`src/rtl/shift_result_wb_pkg.sv`:
```
`default_nettype none
// ----------------------------------------------------------------------------
// Module   : shift_result_wb_pkg
// Brief    : Shared constants and record layout for the shift-result
//            writeback receiver.
// Revision : 1.0 - initial release
// ----------------------------------------------------------------------------
package shift_result_wb_pkg;

  localparam int c_REG_WIDTH  = 9;
  localparam int c_VAL_WIDTH  = 64;
  localparam int c_FLAG_WIDTH = 6;

  // COASZP flag bit positions inside the flag field (C is the MSB)
  localparam int c_FLAG_C = 5;
  localparam int c_FLAG_O = 4;
  localparam int c_FLAG_A = 3;
  localparam int c_FLAG_S = 2;
  localparam int c_FLAG_Z = 1;
  localparam int c_FLAG_P = 0;

  // One joined shift result as it travels to writeback
  typedef struct packed {
    logic                    thread;
    logic [c_REG_WIDTH-1:0]  dst_reg;
    logic [c_VAL_WIDTH-1:0]  val;
    logic [c_FLAG_WIDTH-1:0] flags;
  } shift_rec_t;

endpackage
`default_nettype wire

```
`src/rtl/shift_wb_fifo.sv`:
```
`default_nettype none
// ----------------------------------------------------------------------------
// Module   : shift_wb_fifo
// Brief    : Circular record queue with per-slot live bits, per-thread flush
//            and automatic skipping of flushed (hole) slots at the head.
// Revision : 1.0 - initial release
// ----------------------------------------------------------------------------
module shift_wb_fifo #(
  parameter int DEPTH      = 4,
  parameter int DATA_WIDTH = 79
) (
  input  logic                    clk,
  input  logic                    rst,
  input  logic                    push,
  input  logic                    push_thread,
  input  logic [DATA_WIDTH-1:0]   push_data,
  input  logic                    flush,
  input  logic                    flush_thread,
  input  logic                    ready,
  output logic                    valid,
  output logic                    out_thread,
  output logic [DATA_WIDTH-1:0]   out_data,
  output logic [$clog2(DEPTH):0]  count
);

  localparam int c_PTR_W = $clog2(DEPTH);
  localparam int c_CNT_W = c_PTR_W + 1;

  logic [DEPTH-1:0]       r_v;
  logic [DEPTH-1:0]       r_thread;
  logic [DATA_WIDTH-1:0]  r_data [DEPTH];
  logic [c_PTR_W-1:0]     r_head;
  logic [c_PTR_W-1:0]     r_tail;
  logic [c_CNT_W-1:0]     r_count;

  logic w_occupied;
  logic w_head_kill;
  logic w_valid;
  logic w_pop;
  logic w_skip;
  logic w_adv;
  logic w_full;
  logic w_push;

  assign w_occupied  = (r_count != '0);
  // A flush aimed at the head's thread hides it in the same cycle
  assign w_head_kill = flush & (r_thread[r_head] == flush_thread);
  assign w_valid     = w_occupied & r_v[r_head] & ~w_head_kill;
  assign w_pop       = w_valid & ready;
  assign w_skip      = w_occupied & ~r_v[r_head];
  assign w_adv       = w_pop | w_skip;
  assign w_full      = (r_count == c_CNT_W'(DEPTH));
  assign w_push      = push & ~w_full;

  // Pointer, occupancy and live-bit bookkeeping
  always_ff @(posedge clk or negedge rst) begin
    if (!rst) begin
      r_head   <= '0;
      r_tail   <= '0;
      r_count  <= '0;
      r_v      <= '0;
      r_thread <= '0;
    end else begin
      for (int i = 0; i < DEPTH; i++) begin
        if (flush && (r_thread[i] == flush_thread)) begin
          r_v[i] <= 1'b0;
        end
      end
      if (w_adv) begin
        r_v[r_head] <= 1'b0;
        r_head      <= r_head + 1'b1;
      end
      // head and tail only coincide when empty or full, so this never
      // collides with the head clear above
      if (w_push) begin
        r_v[r_tail]      <= ~(flush & (push_thread == flush_thread));
        r_thread[r_tail] <= push_thread;
        r_tail           <= r_tail + 1'b1;
      end
      case ({w_push, w_adv})
        2'b10:   r_count <= r_count + 1'b1;
        2'b01:   r_count <= r_count - 1'b1;
        default: r_count <= r_count;
      endcase
    end
  end

  // Payload storage; validity lives in r_v so no reset is needed here
  always_ff @(posedge clk) begin
    if (w_push) begin
      r_data[r_tail] <= push_data;
    end
  end

  assign valid      = w_valid;
  assign out_thread = w_valid ? r_thread[r_head] : 1'b0;
  assign out_data   = w_valid ? r_data[r_head] : '0;
  assign count      = r_count;

endmodule
`default_nettype wire

```
`src/rtl/shift_result_wb.sv`:
```
`default_nettype none
// ----------------------------------------------------------------------------
// Module   : shift_result_wb
// Brief    : Joins each shift result value with its one-cycle-late COASZP
//            flags, queues the records and presents them to writeback over
//            valid/ready, discarding records of a flushed thread.
// Revision : 1.0 - initial release
// ----------------------------------------------------------------------------
module shift_result_wb
  import shift_result_wb_pkg::*;
#(
  parameter int REG_WIDTH  = c_REG_WIDTH,
  parameter int DEPTH      = 4,
  parameter int FLAG_WIDTH = c_FLAG_WIDTH
) (
  input  logic                   clk,
  input  logic                   rst,
  input  logic                   except,
  input  logic                   except_thread,
  input  logic                   in_en,
  input  logic                   in_thread,
  input  logic [REG_WIDTH-1:0]   in_reg,
  input  logic [c_VAL_WIDTH-1:0] in_val,
  input  logic [FLAG_WIDTH-1:0]  in_flags,
  output logic                   in_busy,
  output logic                   wb_valid,
  input  logic                   wb_ready,
  output logic                   wb_thread,
  output logic [REG_WIDTH-1:0]   wb_reg,
  output logic [c_VAL_WIDTH-1:0] wb_val,
  output logic [FLAG_WIDTH-1:0]  wb_flags,
  output logic                   ovf
);

  localparam int c_DW    = REG_WIDTH + c_VAL_WIDTH + FLAG_WIDTH;
  localparam int c_CNT_W = $clog2(DEPTH) + 1;

  // Stage register holding the value half of a result until its flags land
  logic                   r_s_v;
  logic                   r_s_thread;
  logic [REG_WIDTH-1:0]   r_s_reg;
  logic [c_VAL_WIDTH-1:0] r_s_val;
  logic                   r_ovf;

  logic                   w_in_kill;
  logic                   w_s_kill;
  logic                   w_push_req;
  logic                   w_full;
  logic [c_DW-1:0]        w_push_data;
  logic [c_DW-1:0]        w_out_data;
  logic [c_CNT_W-1:0]     w_count;
  logic [c_CNT_W:0]       w_occ;

  assign w_in_kill   = except & (in_thread == except_thread);
  assign w_s_kill    = except & (r_s_thread == except_thread);
  // A staged record whose thread is flushed this cycle is simply not pushed
  assign w_push_req  = r_s_v & ~w_s_kill;
  assign w_full      = (w_count == c_CNT_W'(DEPTH));
  assign w_push_data = {r_s_reg, r_s_val, in_flags};

  // Capture the value half of a result; the stage empties unless refilled
  always_ff @(posedge clk or negedge rst) begin
    if (!rst) begin
      r_s_v      <= 1'b0;
      r_s_thread <= 1'b0;
      r_s_reg    <= '0;
      r_s_val    <= '0;
    end else if (in_en && !w_in_kill) begin
      r_s_v      <= 1'b1;
      r_s_thread <= in_thread;
      r_s_reg    <= in_reg;
      r_s_val    <= in_val;
    end else begin
      r_s_v      <= 1'b0;
    end
  end

  // Sticky record-loss indicator: a joined record met a full queue
  always_ff @(posedge clk or negedge rst) begin
    if (!rst) begin
      r_ovf <= 1'b0;
    end else if (w_push_req && w_full) begin
      r_ovf <= 1'b1;
    end
  end

  shift_wb_fifo #(
    .DEPTH      (DEPTH),
    .DATA_WIDTH (c_DW)
  ) u_fifo (
    .clk          (clk),
    .rst          (rst),
    .push         (w_push_req),
    .push_thread  (r_s_thread),
    .push_data    (w_push_data),
    .flush        (except),
    .flush_thread (except_thread),
    .ready        (wb_ready),
    .valid        (wb_valid),
    .out_thread   (wb_thread),
    .out_data     (w_out_data),
    .count        (w_count)
  );

  // Busy counts the staged record too, leaving room for one in-flight result
  assign w_occ    = {1'b0, w_count} + (c_CNT_W + 1)'(r_s_v);
  assign in_busy  = (w_occ >= (c_CNT_W + 1)'(DEPTH - 1));

  assign wb_reg   = w_out_data[c_DW-1 -: REG_WIDTH];
  assign wb_val   = w_out_data[FLAG_WIDTH +: c_VAL_WIDTH];
  assign wb_flags = w_out_data[FLAG_WIDTH-1:0];
  assign ovf      = r_ovf;

endmodule
`default_nettype wire

```
`config.mk`:
```
export PLATFORM = sky130hd
export DESIGN_NAME = shift_result_wb
export DESIGN_NICKNAME = d
export VERILOG_FILES = /design/src/rtl/shift_result_wb_pkg.sv /design/src/rtl/shift_wb_fifo.sv /design/src/rtl/shift_result_wb.sv
export SDC_FILE = /design/constraint.sdc
export NUM_CORES = 1
export LEC_CHECK = 0
export BUFFER_PORTS_ARGS = -buffer_cell sky130_fd_sc_hd__buf_2
export CORE_MARGIN = 2
export CORE_UTILIZATION = 40
export DETAILED_ROUTE_END_ITERATION = 6
export GPL_TIMING_DRIVEN = 0
export HOLD_SLACK_MARGIN = 0.12
export SYNTH_ARGS = -nofsm -noshare
export SYNTH_HDL_FRONTEND = slang
export SYNTH_SLANG_ARGS = --single-unit
```
`constraint.sdc`:
```
create_clock -name clk -period 4.24 [get_ports clk]
set_input_delay 0.424 -clock clk [delete_from_list [all_inputs] [get_ports clk]]
set_output_delay 0.424 -clock clk [all_outputs]
set_load 0.03 [all_outputs]
```
==> Flow_metrics.wiki, run 1 <==
{| class="wikitable"
! Metric !! Value
|-
| Status || finished clean
|-
| Async set or reset register ratio after synthesis || between 20% and 30%
|-
| Synth Net Count || around 870
|-
| Top library cells by usage in the layout, fill and taps aside || edfxtp_1 (316), buf_2 (184), dfrtp_1 (91)
|-
| Post-layout net count || ~1.2k
|-
| Clock insertion delay at the later pin of the skew report || between 0.5 and 0.6 ns
|-
| Clock root cell || clkbuf_16
|-
| Antenna violations before repair || 2
|-
| RSZ-0062 raised after global routing || no
|-
| Count of mapped cells out of synthesis || 776
|-
| Top_reg_cell synth || edfxtp_1
|-
| Die footprint || 41000 µm²
|-
| Synthesized area || between 15000 and 20000 µm²
|-
| Startpoint class of the critical path || register
|-
| Growth of design area from synthesis to finish || 24.4%
|-
| Number of buffers inserted to repair setup after CTS || 0
|-
| Areal power density over the cells || ~640 nW/µm²
|-
| Horizontal die dimension || just over 200 µm
|-
| Area occupied by registers || 11800 µm²
|-
| IO Port Bufs || about 170
|-
| Hold/Removal Path Class || input port to register
|-
| Max_slew headroom || approximately a quarter
|-
| Max Freq || between 200 and 300 MHz
|-
| Clock tree from TritonCTS || built
|-
| Detailed route wirelength on metal2 || 16200 µm
|-
| Vias in the first global route || 8556
|-
| CTS Buf Count || 43
|-
| Wire length per cell after detailed routing || 19.8 µm
|-
| Worst clock skew on the final layout || slightly below 0.008 ns
|-
| Cell taking the most area after synthesis || edfxtp_1
|-
| Worst slew pin tran || ~1.1 ns
|-
| Worst-case vdd ir drop || 320 µV
|-
| Period minus WS final || 3.77 ns
|-
| Critical path data required time || roughly 3.8 ns
|-
| Number of iterations in the first detailed-routing pass || 4
|-
| Dpl hpwl || 19400 µm
|-
| Cells along the critical path || buf_2 -> mux4_2 -> or4b_1 -> buf_2 -> buf_6 -> a211oi_1 -> buf_2
|-
| Tcrit/Tclk final || between 80 and 90%
|-
| Maximum number of pins on one net before global-route repair || 54
|-
| Yosys warnings || 0
|-
| Rows || 72
|-
| Layout filler cell count || roughly 3.2k
|-
| Delay of the slowest cell on the worst path || around 0.47 ns
|-
| Placed Cells incl. Taps || between 1k and 1.5k
|-
| Most frequent cell on the critical path || buf_2
|-
| Portion of the post-synthesis area used by sequential elements || 74.6%
|-
| EDFF count, synth || 316
|-
| Total area of multi-input combinational cells || ~3800 µm²
|-
| Number of failing hold endpoints at the final stage || 0
|-
| Average size of a mapped cell || slightly above 20 µm²
|-
| Most common cell after layout, fill and taps aside || edfxtp_1
|-
| Floorplan Core Area || ~39000 µm²
|-
| Remaining global-route overflow || 0
|-
| Share of the synthesized area in the top cell type || between 60 and 70%
|-
| Worst endpoint data arrival time || about 3.3 ns
|-
| Wire length on met3 || roughly 1300 µm
|-
| Number of flip-flops in the largest register || between 300 and 400
|-
| Hold_ws || ~0.17 ns
|-
| Count of antenna-violating nets left after detailed routing || 0
|-
| Residual DRC || 0
|-
| Number of levels in the clock H-tree || 2
|-
| Final count of pins violating max slew || 0
|-
| Initial Utilization || about two fifths
|-
| Top delay family on crit path || buffers and inverters
|-
| Wire length reported by the detailed router || 32300 µm
|-
| Flip-flop and latch count after synthesis || around 400
|-
| CP Max Fanout || 10
|-
| Crit Path Category || register to primary output
|-
| Synth top area cells || edfxtp_1 (60%), dfrtp_1 (14%), mux4_2 (11%)
|-
| Vias per Instance || 4.88
|-
| Overall Global Routing Usage || 16.3%
|-
| Number of top-level pins || 169
|-
| Reg-to-reg slack, setup || 1.33 ns
|-
| Setup-failing EPs final || 0
|-
| Number of violations reported at the end of detailed-routing iteration 0 || between 300 and 400
|-
| Length of routed wiring on met1 || 14100 µm
|-
| Count of different cell masters after synthesis || 33
|-
| Worst-path clk slew || 0.06 ns
|-
| Final non-filler cell total || 1627
|-
| Maximum number of buffers from clock root to sink || 3
|-
| Critical Path Sink Type || primary output
|-
| Post-route cell area || roughly 20000 µm²
|-
| Vias after detailed routing || just under 8k
|-
| Cell area reported after detailed placement || 17400 µm²
|-
| First-pass GRT wire length || roughly 50000 µm
|-
| Share of cells above drive strength 1 || between 30% and 40%
|-
| RD Place Congestion || approximately 0.73
|-
| Maximum capacitance violations || 0
|-
| Top routing layer in use || met4
|-
| CTS sink count || about 400
|-
| Resized Gates After CTS || 0
|-
| Bufs and invs on worst path || 4
|-
| Y dimension of the die || between 200 and 250 µm
|-
| Cell at the slowest stage of the critical path || dfrtp_1
|-
| Leakage || between 0.007 and 0.008 µW
|}
[final cells by class]
type                       instances  share of cell area [%]
sequential                       407                    60.0
multi-input combinational        319                    19.3
timing repair buffer             252                    9.08
clock buffer                      60                    6.33
tap                              518                    3.30
buffer                            39                   0.899
clock inverter                    19                   0.848
inverter                          11                   0.261
antenna                            2                  0.0255
[synth_stat cells, types with 5 or more instances]
cell / count
mux4_2: 80
xnor2_1: 10
clkbuf_1: 18
o21ai_0: 6
buf_2: 18
ha_1: 11
dfrtp_1: 91
nand2_1: 16
mux2_2: 80
nand3_1: 5
inv_1: 11
nor2b_1: 79
edfxtp_1: 316
nor3_1: 5
[stage by stage]
step / TNS (ns) / worst slack [ns] / power, µW / utilization [%]
2_1_floorplan: 0 / 0.863 / 7900 / -
3_3_place_gp: -253.99 / -0.885 / 8940 / 44.5
3_5_place_dp: 0 / 0.993 / 8980 / 44.9
4_1_cts: 0 / 0.370 / 12800 / 50.6
5_1_grt: 0 / 0.314 / 13200 / 50.6
6_report: 0 / 0.471 / 12600 / 50.6
[path summary, 6_finish.rpt]
kind | start | to | cells after the start
worst min-delay path | in_reg[4] | r_s_reg[4] | 2
worst min register to register | ovf | ovf | 1
max in group asynchronous | rst | r_s_thread | 3
min in group asynchronous | rst | r_s_val[37] | 2
worst max-delay path | u_fifo.r_head[1] | wb_thread | 7
worst max register to register | u_fifo.r_head[1] | u_fifo.count[1] | 7
[cells by family (layout without fill, tap and decap cells)]
logic type,Yosys count,count (layout),synth area share [%]
AOI/OAI and AO/OA,17,17,0.738
muxes,164,164,17.4
other,0,2,0
DFF,407,407,74.6
adders and majority gates,12,12,1.00
xor gates and xnor gates,11,11,0.611
and+or+nand+nor,115,115,4.24
buffers and inverters,50,381,1.38
[metal layers]
metal	track usage, %	vias to the layer above
li1	-	3644
met5	0	-
met4	5.14	0
met1	21.2	4088
met3	2.92	43
met2	27.8	164
[where the power goes]
group / internal [µW] / switching, µW / total, µW
registers: 5010 / 271 / 5280
logic: 1560 / 2010 / 3580
clock network: 2220 / 1470 / 3690
[timing repair]
item,in CTS,in global routing
endpoints found under the hold margin,135,0
setup endpoints to repair,0,0
hold buffers,80,0
No activity file was read; power rests on OpenSTA's default activity.
==> run 2: changes to the inputs <==
--- a/config.mk
+++ b/config.mk
@@ -6,11 +6,14 @@
 export NUM_CORES = 1
 export LEC_CHECK = 0
 export BUFFER_PORTS_ARGS = -buffer_cell sky130_fd_sc_hd__buf_2
+export CELL_PAD_IN_SITES_DETAIL_PLACEMENT = 1
+export CELL_PAD_IN_SITES_GLOBAL_PLACEMENT = 2
 export CORE_MARGIN = 2
 export CORE_UTILIZATION = 40
 export DETAILED_ROUTE_END_ITERATION = 6
 export GPL_TIMING_DRIVEN = 0
 export HOLD_SLACK_MARGIN = 0.12
+export PLACE_DENSITY_LB_ADDON = 0.1
 export SYNTH_ARGS = -nofsm -noshare
 export SYNTH_HDL_FRONTEND = slang
 export SYNTH_SLANG_ARGS = --single-unit
==> run 2 against run 1 <==
Wire length up 8.2%; via count up 1.0%; clock-buffer cell count up 8; combinational power up 1%; clock skew up 0.0056 ns; total power up 1.1%; sequential share of layout area down 0.061 points; die area unchanged; worst hold slack worse by 0.018 ns; flip-flop and latch count unchanged; critical endpoint is now wb_flags[2].
==> Flow_metrics.wiki, run 2 (synthesis results as in run 1) <==
{| class="wikitable"
! Metric !! Value
|-
| Top library cells by usage in the layout, fill and taps aside || edfxtp_1 (316), buf_2 (184), dfrtp_1 (91), mux4_2 (80), mux2_2 (80)
|-
| Bufs and invs on worst path || 4
|-
| Hold/Removal Path Class || input port to register
|-
| Number of buffers inserted to repair setup after CTS || 0
|-
| Share of cells above drive strength 1 || 38.1%
|-
| Post-route cell area || 19600 µm²
|-
| Number of failing hold endpoints at the final stage || 0
|-
| Number of iterations in the first detailed-routing pass || 4
|-
| Die footprint || between 40000 and 50000 µm²
|-
| RD Place Congestion || just under 0.7
|-
| Initial Utilization || 40.7%
|-
| Areal power density over the cells || 646 nW/µm²
|-
| CTS Buf Count || 44
|-
| Vias after detailed routing || 8022
|-
| Length of routed wiring on met1 || between 15000 and 20000 µm
|-
| Most common cell after layout, fill and taps aside || edfxtp_1
|-
| Number of flip-flops in the largest register || around 320
|-
| Status || finished clean
|-
| Growth of design area from synthesis to finish || 24.6%
|-
| Vias per Instance || a little under 5
|-
| Top routing layer in use || met4
|-
| Top delay family on crit path || buffers and inverters
|-
| Overall Global Routing Usage || between 10% and 20%
|-
| Worst-path clk slew || about 0.06 ns
|-
| Maximum number of pins on one net before global-route repair || 66
|-
| Worst endpoint data arrival time || between 3 and 4 ns
|-
| Crit Path Category || register to primary output
|-
| Residual DRC || 0
|-
| Cell-internal power || between 8000 and 9000 µW
|-
| Rows || 72
|-
| Period minus WS final || about 3.7 ns
|-
| Net switching power of the design || 3850 µW
|-
| Worst-case vdd ir drop || roughly 400 µV
|-
| Number of levels in the clock H-tree || 2
|-
| Leakage || slightly above 0.007 µW
|-
| Y dimension of the die || between 200 and 250 µm
|-
| Startpoint class of the critical path || register
|-
| Wire length reported by the detailed router || 34900 µm
|-
| Setup tns final || 0 ns
|-
| Max_slew headroom || a little under two fifths
|-
| Clock root cell || clkbuf_16
|-
| IO Port Bufs || 167
|-
| Delay of the slowest cell on the worst path || roughly 0.47 ns
|-
| RSZ-0062 raised after global routing || no
|-
| Vias in the first global route || 8937
|-
| Worst slew pin tran || 0.942 ns
|-
| Cell at the slowest stage of the critical path || dfrtp_1
|-
| Floorplan Core Area || ~39000 µm²
|-
| Part of the power in the clock network || 29.7%
|-
| CP Max Fanout || 10
|-
| Critical Path Sink Type || primary output
|-
| Most frequent cell on the critical path || buf_2
|-
| Wire length on met3 || 1360 µm
|-
| Logic gate share of total power || between 20% and 30%
|-
| Critical path data required time || about 3.8 ns
|-
| Maximum number of buffers from clock root to sink || 3
|-
| Wire length per cell after detailed routing || around 21 µm
|-
| Remaining global-route overflow || 0
|-
| CTS sink count || around 400
|-
| Max Freq || around 270 MHz
|-
| Count of antenna-violating nets left after detailed routing || 0
|-
| Switching power share of the total || 30.3%
|-
| Number of top-level pins || roughly 170
|-
| Number of violations reported at the end of detailed-routing iteration 0 || between 400 and 500
|-
| Clock tree from TritonCTS || built
|-
| Setup-failing EPs final || 0
|-
| Worst clock skew on the final layout || between 0.01 and 0.015 ns
|-
| Detailed route wirelength on metal2 || ~17000 µm
|-
| Horizontal die dimension || ~200 µm
|-
| Clock insertion delay at the later pin of the skew report || 0.56 ns
|-
| First-pass GRT wire length || ~54000 µm
|-
| Overall power after layout || about 13000 µW
|-
| Antenna violations before repair || 0
|-
| Dpl hpwl || approximately 21000 µm
|-
| Cell area reported after detailed placement || 17400 µm²
|-
| Antenna fix cells || 0
|-
| Cells along the critical path || buf_2 -> mux4_2 -> or4b_1 -> buf_2 -> buf_2 -> nor2b_1 -> buf_2
|-
| Post-layout net count || 1171
|-
| Final count of pins violating max slew || 0
|-
| Hold_ws || 0.154 ns
|-
| Fin util || 50.7%
|-
| Sequential power share || around two fifths
|-
| Tcrit/Tclk final || 86.6%
|-
| Maximum capacitance violations || 0
|}
run 2: layer usage:
metal	vias up	track usage (%)
met5	-	0
met4	0	5.29
met3	41	2.66
met2	176	29.7
met1	4168	24.1
li1	3637	-
run 2: path summary, 6_finish.rpt:
kind                                   from         endpoint  slack (ns)  depth (start not counted)
max                        u_fifo.r_head[1]      wb_flags[2]        0.57                          7
min                               in_thread       r_s_thread        0.15                          2
max reg2reg                u_fifo.r_head[1]  u_fifo.count[1]        1.26                          7
min reg2reg                             ovf              ovf        0.46                          1
max in group asynchronous               rst      r_s_val[20]        3.23                          3
min in group asynchronous               rst      r_s_val[59]        0.33                          2
run 2: layout make-up:
cell class / count / area (µm²)
Buffer: 39 / 176
Inverter: 11 / 51.3
Clock inverter: 14 / 128
Timing Repair Buffer: 251 / 1760
Clock buffer: 68 / 1320
Tap cell: 518 / 648
Sequential cell: 407 / 11800
Fill cell: 3603 / 19100
Multi-Input combinational cell: 319 / 3780
run 2: per-stage QoR:
stage / worst slack (ns) / std cells
finish: 0.567 / 1627
global route: 0.372 / 1627
CTS: 0.489 / 1627
detailed placement: 1.06 / 1466
global placement: -1.03 / 1461
floorplan: 0.863 / 776
run 2: power groups by stage:
stage	Clock (µW)	Sequential (µW)	Combinational (µW)
2_1_floorplan	0	5300	2600
3_3_place_gp	0	5400	3610
3_5_place_dp	0	5380	3670
4_1_cts	3890	5300	3750
5_1_grt	4030	5360	3960
6_report	3770	5290	3630
run 2: timing repair:
item                                   CTS  global route
hold buffers                            79             0
gates resized for setup                  0             0
endpoints found under the hold margin  122             0
==> run 3: changes to the inputs <==
--- a/config.mk
+++ b/config.mk
@@ -13,7 +13,7 @@
 export DETAILED_ROUTE_END_ITERATION = 6
 export GPL_TIMING_DRIVEN = 0
 export HOLD_SLACK_MARGIN = 0.12
-export PLACE_DENSITY_LB_ADDON = 0.1
+export PLACE_DENSITY = 0.71
 export SYNTH_ARGS = -nofsm -noshare
 export SYNTH_HDL_FRONTEND = slang
 export SYNTH_SLANG_ARGS = --single-unit
==> run 3 against run 2 <==
Die area unchanged; combinational power about the same; sequential share of layout area up 0.45 points; non-clock buffer count down 13; clock skew about the same; sequential power about the same; global-route usage down 0.76 points; critical path depth up 1; utilization down 0.37 points; setup slack worse by 0.087 ns; largest power group unchanged; highest routed layer unchanged.
==> Flow_metrics.wiki, run 3 (synthesis results as in run 1) <==
{| class="wikitable"
! Metric !! Value
|-
| Status || finished clean
|-
| Placed Cells incl. Taps || ~1.5k
|-
| CP Max Fanout || 10
|-
| RD Place Congestion || a little over 0.7
|-
| Number of iterations in the first detailed-routing pass || 4
|-
| Cells along the critical path || buf_2 -> nand3_1 -> mux2i_1 -> or4b_1 -> buf_2 -> buf_2 -> nor2b_1 -> buf_2
|-
| Wire length per cell after detailed routing || ~21 µm
|-
| Overall Global Routing Usage || 16.9%
|-
| Most common cell after layout, fill and taps aside || edfxtp_1
|-
| Vias after detailed routing || 7964
|-
| Delay of the slowest cell on the worst path || 0.50 ns
|-
| Cell-internal power || a little under 9000 µW
|-
| IO Port Bufs || 167
|-
| Remaining global-route overflow || 0
|-
| Number of flip-flops in the largest register || between 300 and 400
|-
| Post-route worst setup slack || between 0.4 and 0.5 ns
|-
| Final count of pins violating max slew || 0
|-
| Cell at the slowest stage of the critical path || dfrtp_1
|-
| Sequential power share || a little over two fifths
|-
| Worst endpoint data arrival time || approximately 3.3 ns
|-
| Wire length reported by the detailed router || between 30000 and 40000 µm
|-
| CTS Buf Count || between 40 and 50
|-
| Clock tree from TritonCTS || built
|-
| Vias in the first global route || just under 9k
|-
| Cell area reported after detailed placement || between 15000 and 20000 µm²
|-
| First-pass GRT wire length || between 50000 and 60000 µm
|-
| Worst Hold Depth || 2
|-
| Post-layout net count || approximately 1.2k
|-
| Setup tns final || 0 ns
|-
| Areal power density over the cells || ~650 nW/µm²
|-
| Hold/Removal Path Class || input port to register
|-
| Rows || slightly above 70
|-
| Post-route cell area || 19500 µm²
|-
| Part of the power in the clock network || slightly below 30%
|-
| FF-to-FF End || u_fifo.count[2]
|-
| Maximum number of buffers from clock root to sink || 3
|-
| Growth of design area from synthesis to finish || 23.6%
|-
| Number of levels in the clock H-tree || 2
|-
| Top delay family on crit path || buffers and inverters
|-
| Worst-case vdd ir drop || a little over 400 µV
|-
| Number of top-level pins || around 170
|-
| Worst r2r src || u_fifo.r_head[0]
|-
| Clock root cell || clkbuf_16
|-
| Count of antenna-violating nets left after detailed routing || 0
|-
| Hold worst-path end || r_s_reg[5]
|-
| Worst-path clk slew || about 0.060 ns
|-
| Setup-failing EPs final || 0
|-
| Logic gate share of total power || 28.6%
|-
| Startpoint class of the critical path || register
|-
| Initial Utilization || 40.7%
|-
| Net switching power of the design || roughly 3800 µW
|-
| Antenna violations before repair || 2
|-
| Vias per Instance || between 4 and 5
|-
| Number of failing hold endpoints at the final stage || 0
|-
| Worst hold start || in_reg[5]
|-
| Share of cells above drive strength 1 || 39.2%
|-
| Y dimension of the die || approximately 200 µm
|-
| Worst setup slack after placement || roughly 0.92 ns
|-
| Die footprint || between 40000 and 50000 µm²
|-
| RSZ-0062 raised after global routing || no
|-
| Number of violations reported at the end of detailed-routing iteration 0 || between 300 and 400
|-
| Number of cell instances on the worst register-to-register path || 9
|-
| Worst slew pin tran || between 0.9 and 1 ns
|-
| Residual DRC || 0
|-
| Top library cells by usage in the layout, fill and taps aside || edfxtp_1 (316), buf_2 (184), dfrtp_1 (91), mux4_2 (80), mux2_2 (80)
|-
| Clock insertion delay at the later pin of the skew report || 0.54 ns
|-
| Leakage || about 0.0071 µW
|-
| Floorplan Core Area || about 39000 µm²
|-
| Switching power share of the total || 30.4%
|-
| Reg-to-reg slack, setup || around 1.2 ns
|-
| Most frequent cell on the critical path || buf_2
|-
| Critical Path Sink Type || primary output
|-
| Final non-filler cell total || about 1.6k
|-
| Number of buffers inserted to repair setup after CTS || 0
|-
| Period minus WS final || roughly 3.8 ns
|-
| Max_slew headroom || roughly 37%
|-
| Worst clock skew on the final layout || about 0.014 ns
|-
| Bufs and invs on worst path || 4
|-
| CTS sink count || ~410
|-
| Resized Gates After CTS || 0
|-
| Tcrit/Tclk final || 88.7%
|-
| Max Freq || ~270 MHz
|-
| Critical path data required time || 3.82 ns
|-
| Horizontal die dimension || between 200 and 250 µm
|-
| Dpl hpwl || between 20000 and 25000 µm
|-
| Maximum number of pins on one net before global-route repair || 70
|-
| Crit Path Category || register to primary output
|-
| Maximum capacitance violations || 0
|}
==> run 3: cell type report <==
class                           count  area [µm²]
Clock inverter                     17         188
Inverter                           11        51.3
Sequential cell                   407       11800
Fill cell                        3606       19200
Antenna cell                        3        7.51
Clock buffer                       61        1230
Multi-Input combinational cell    319        3780
Tap cell                          518         648
Timing Repair Buffer              238        1640
Buffer                             39         176
==> run 3: repair_timing <==
action,CTS,global route
hold buffers,66,0
setup endpoints to repair,0,0
hold endpoints to repair,119,0
==> run 3: worst max path at each step <==
stage | end | cells after the start | from
2_1_floorplan | u_fifo.r_data[0][0] | 5 | except_thread
3_3_place_gp | u_fifo.r_data[1][42] | 5 | except
3_5_place_dp | wb_val[5] | 8 | except_thread
4_1_cts | wb_val[5] | 8 | u_fifo.r_head[0]
5_1_grt | wb_val[5] | 8 | u_fifo.r_head[0]
6_report | wb_val[5] | 8 | u_fifo.r_head[0]
==> run 3: metal layers <==
layer	vias up	GRT usage [%]	part of all wire, %
met5	-	0	0
met4	0	4.07	1.6
met3	47	3.35	4.4
met2	159	30.0	52
met1	4141	21.5	41
li1	3617	-	-
==> run 3: power by group through the flow <==
stage	Combinational, µW	Clock [µW]	Sequential (µW)
floorplan	2600	0	5300
global placement	3570	0	5380
detailed placement	3660	0	5370
CTS	3720	3830	5290
global route	3920	3990	5350
finish	3610	3730	5280
==> run 3: through the flow <==
stage	util [%]	power, µW	hold slack (ns)
final	50.3	12600	0.138
after global routing	50.3	13300	0.127
after CTS	50.3	12800	0.121
after detailed placement	44.9	9030	0.305
after global placement	44.5	8950	0.486
after floorplan	-	7900	0.128
==> run 3: worst reg2reg max path, stage by stage (launching register included) <==
cell	delay (ns)
dfrtp_1	0.50
buf_2	0.44
nand3_1	0.12
mux2i_1	0.50
o31ai_1	0.32
ha_1	0.30
fa_1	0.39
xnor2_1	0.16
nor2_1	0.07
xor2_1	0.13
